$ cat src/rtl/div_pkg.sv
// Shared types and default widths for the sequential restoring divider.
// DIV_ZERO_CHK_EN is consumed by div_seq, not here.
package div_pkg;
    localparam int DIV_DW = 8;
    localparam int DIV_VW = 4;

    typedef enum logic [1:0] {
        IDLE = 2'd0,
        CALC = 2'd1,
        DONE = 2'd2
    } div_state_t;
endpackage

$ cat src/rtl/div_step.sv
// One combinational restoring-division iteration: shift in the next dividend bit,
// then subtract the divisor if it fits.
module div_step #(
    parameter int VW = 4
) (
    input  logic [VW:0]   r_in,
    input  logic [VW-1:0] divisor,
    input  logic          dbit,
    output logic [VW:0]   r_out,
    output logic          qbit
);
    logic [VW:0] r_shift;
    logic [VW:0] r_diff;
    // The top bit of R is dropped by the shift; it can only be set for a zero divisor.
    logic        unused_msb;

    assign unused_msb = r_in[VW];
    assign r_shift    = {r_in[VW-1:0], dbit};
    assign r_diff     = r_shift - {1'b0, divisor};
    assign qbit       = (r_shift >= {1'b0, divisor});
    assign r_out      = qbit ? r_diff : r_shift;
endmodule

$ cat src/rtl/div_seq.sv
// Sequential restoring divider, one quotient bit per clock, valid/ready on both sides.
// Optional DIV_ZERO_CHK_EN: short-circuit divide-by-zero to DONE and flag div_zero.
module div_seq
    import div_pkg::*;
#(
    parameter int DW = DIV_DW,
    parameter int VW = DIV_VW
) (
    input  logic          clk,
    input  logic          rst_n,
    input  logic          in_valid,
    output logic          in_ready,
    input  logic [DW-1:0] dividend,
    input  logic [VW-1:0] divisor,
    output logic          out_valid,
    input  logic          out_ready,
    output logic [DW-1:0] quotient,
    output logic [VW-1:0] remainder,
    output logic          div_zero
);
    localparam int CW = $clog2(DW + 1);

    div_state_t    state_reg, state_next;
    logic [CW-1:0] count_reg;
    logic [DW-1:0] q_reg;
    logic [VW:0]   r_reg;
    logic [VW-1:0] d_reg;
    logic [VW:0]   r_step;
    logic          qbit;
    logic          accept;
    logic          last_step;

    assign accept    = (state_reg == IDLE) && in_valid;
    assign last_step = (count_reg == CW'(DW - 1));

    div_step #(.VW(VW)) u_step (
        .r_in    (r_reg),
        .divisor (d_reg),
        .dbit    (q_reg[DW-1]),
        .r_out   (r_step),
        .qbit    (qbit)
    );

    always_ff @(posedge clk or negedge rst_n) begin
        if (!rst_n) begin
            state_reg <= IDLE;
        end else begin
            state_reg <= state_next;
        end
    end

    always_comb begin
        state_next = state_reg;
        case (state_reg)
            IDLE: begin
                if (in_valid) begin
`ifdef DIV_ZERO_CHK_EN
                    state_next = (divisor == '0) ? DONE : CALC;
`else
                    state_next = CALC;
`endif
                end
            end
            CALC: begin
                if (last_step) begin
                    state_next = DONE;
                end
            end
            DONE: begin
                if (out_ready) begin
                    state_next = IDLE;
                end
            end
            default: state_next = IDLE;
        endcase
    end

    always_comb begin
        in_ready  = (state_reg == IDLE);
        out_valid = (state_reg == DONE);
    end

    // q_reg starts as the dividend and shifts quotient bits in from the LSB,
    // so after DW steps it holds the quotient.
    always_ff @(posedge clk or negedge rst_n) begin
        if (!rst_n) begin
            count_reg <= '0;
            q_reg     <= '0;
            r_reg     <= '0;
            d_reg     <= '0;
        end else if (accept) begin
            count_reg <= '0;
            q_reg     <= dividend;
            r_reg     <= '0;
            d_reg     <= divisor;
`ifdef DIV_ZERO_CHK_EN
            if (divisor == '0) begin
                q_reg <= '1;
                r_reg <= {1'b0, dividend[VW-1:0]};
            end
`endif
        end else if (state_reg == CALC) begin
            count_reg <= count_reg + 1'b1;
            q_reg     <= {q_reg[DW-2:0], qbit};
            r_reg     <= r_step;
        end
    end

`ifdef DIV_ZERO_CHK_EN
    logic dz_reg;

    always_ff @(posedge clk or negedge rst_n) begin
        if (!rst_n) begin
            dz_reg <= 1'b0;
        end else if (accept) begin
            dz_reg <= (divisor == '0);
        end else if ((state_reg == DONE) && out_ready) begin
            dz_reg <= 1'b0;
        end
    end

    assign div_zero = dz_reg;
`else
    assign div_zero = 1'b0;
`endif

    assign quotient  = q_reg;
    assign remainder = r_reg[VW-1:0];
endmodule

$ cat config.mk
export PLATFORM = sky130hd
export DESIGN_NAME = div_seq
export DESIGN_NICKNAME = d
export VERILOG_FILES = /design/src/rtl/div_pkg.sv /design/src/rtl/div_step.sv /design/src/rtl/div_seq.sv
export SDC_FILE = /design/constraint.sdc
export NUM_CORES = 1
export LEC_CHECK = 0
export CAP_MARGIN = 20
export CORE_MARGIN = 2
export CORE_UTILIZATION = 50
export DETAILED_ROUTE_END_ITERATION = 10
export HOLD_SLACK_MARGIN = 0.05
export PLACE_DENSITY = 0.8
export SYNTH_ARGS = -nofsm -noshare
export SYNTH_HDL_FRONTEND = slang
export SYNTH_HIERARCHICAL = 1
export SYNTH_SLANG_ARGS = --single-unit
$ cat constraint.sdc
create_clock -name clk -period 5 [get_ports clk]
set_clock_uncertainty 0.15 [all_clocks]
set_input_delay 0.75 -clock clk [delete_from_list [all_inputs] [get_ports clk]]
set_output_delay 0.75 -clock clk [all_outputs]
set_load 0.01 [all_outputs]
==> run metrics <==
deepest clock path buffer count=2; wl on met1=around 1100 um; clock-pin slew on the worst setup and hold paths=0.12 ns; layout cells sized above 1=0.108; Sw Pwr=446 uW; postcts setup bufs=0; Initial Utilization=0.516; Comb power frac=0.580; hold slack=~0.34 ns; CP Launch Type=register; Via density=5.20; Largest register FFs=8; Clock Power Share=0.094; metal3 WL=88 um; CP Max Fanout=8; Clk Latency, worst-skew pair=0.31 ns; antenna cells=0; area grow syn2layout=24.5%; vias in the first global route=949; CTS HTree Levels=1; 1st-iter DRT viols=27; IO Port Bufs=29; max_slew headroom=0.322; core area=0.00241 mm2; Syn Nets=between 150 and 200; WHS Path Cells=2; worst hold path type=reg2reg; Final Hold Viols=0; cts hold-fix bufs=0; maximum vdd drop=344 uV; DR vias=973; Top Ports=31; dpl hpwl=1800 um; Sw Ratio=0.422; required time of the critical path=4.10 ns; Tmin final=2.47 ns; Cell Int Power=611 uW; Yosys Warn Count=6; Worst Path Arrival=1.57 ns; crit end category=output pin; Register-to-Register Path Depth=3; GRT Total Usage=0.195; pin count of the biggest net entering global routing=23; DR WL met2=1180 um; Post-Route Utilization=0.643; setup_tns=0 ns; clk root buf=clkbuf_4; CTS-repair resized insts=0; die area=between 0.002 and 0.003 mm2; post-synthesis cell area=0.00124 mm2; max_cap viols=0; register share of total power=0.327; Cells after Synth=134; power density over the cells=683 mW/mm2; initial antenna violation count=0; Syn Area/Cell=between 9 and 10 um2; Slew @ Worst Pin=roughly 1.0 ns; # rows=18; Placed Cells=182; unrepaired setup endpoints after global routing=false; Die Ht=53.9 um; Slew Viols, Final=0; DR pass1 iterations=4; crit share post-route=0.494; CTS tree=yes; leak pwr=between 0.0007 and 0.0008 uW; top layer in use=met4; first-pass GRT wire length=4080 um; total wire length=2420 um; fin cells=between 150 and 200; remaining antenna violation count=0; status=completed; gpl congestion=0.732; drc violations=0; routed len/inst=between 10 and 15 um; Nets=180; grt ovf=0; type of the worst setup path=reg2out; Die W=between 50 and 60 um; Num CTS Buffers=3; Fmax=405 MHz; Setup violations, final=0; clk sinks=22
## path summary, 6_finish.rpt
check,from,end,slack [ns]
min in group asynchronous,rst_n,r_reg[3],0.48
hold / removal,d_reg[2],d_reg[2],0.34
setup / recovery,state_reg[0],out_valid,2.53
hold reg to reg,d_reg[2],d_reg[2],0.34
setup reg to reg,state_reg[0],count_reg[3],3.02
max in group asynchronous,rst_n,quotient[0],3.87
## area by class of cell
cell class,instances,area [um2]
tap,30,37.5
multi-input combinational,94,581
fill,221,861
timing repair buffer,30,318
inverter,7,26.3
sequential,22,551
clock buffer,4,36.3
## metal layers
layer / up-vias / GRT usage
li1: 483 / -
met1: 462 / 0.261
met2: 26 / 0.325
met5: - / 0
met3: 2 / 0.0250
met4: 0 / 0.0641
## per-stage QoR
stage / setup slack [ns] / instance area, um2 / power [uW]
floorplan: 3.25 / 1240 / 802
global placement: 2.69 / 1490 / 934
detailed placement: 2.61 / 1490 / 959
CTS: 2.52 / 1520 / 1060
global route: 2.43 / 1550 / 1160
finish: 2.53 / 1550 / 1060
## worst max-delay path: stages (launching register included)
cell and delay (ns):
dfrtp_1 0.48, nand2b_1 0.20, inv_1 0.06, clkdlybuf4s50_1 0.52
## power groups by stage
stage	Combinational (uW)	Sequential (uW)	Clock, uW
CTS	616	344	101
global placement	590	344	0
finish	613	346	98.9
floorplan	460	342	0
detailed placement	613	346	0
global route	694	358	109
## placed cells by master, fill, tap and decap left out, types with 2 or more instances in the layout
master           count
a22oi_1              8
ha_1                 5
inv_1                7
o21ai_0              3
nor3_1               2
clkbuf_4             3
nand4_1              2
clkdlybuf4s50_1     29
mux2i_1              3
nand3_2              4
nand2b_1             3
nand2_1             42
dfrtp_1             22
nor2_1               5
nand3_1              2
(Power assumes the default switching activity.)
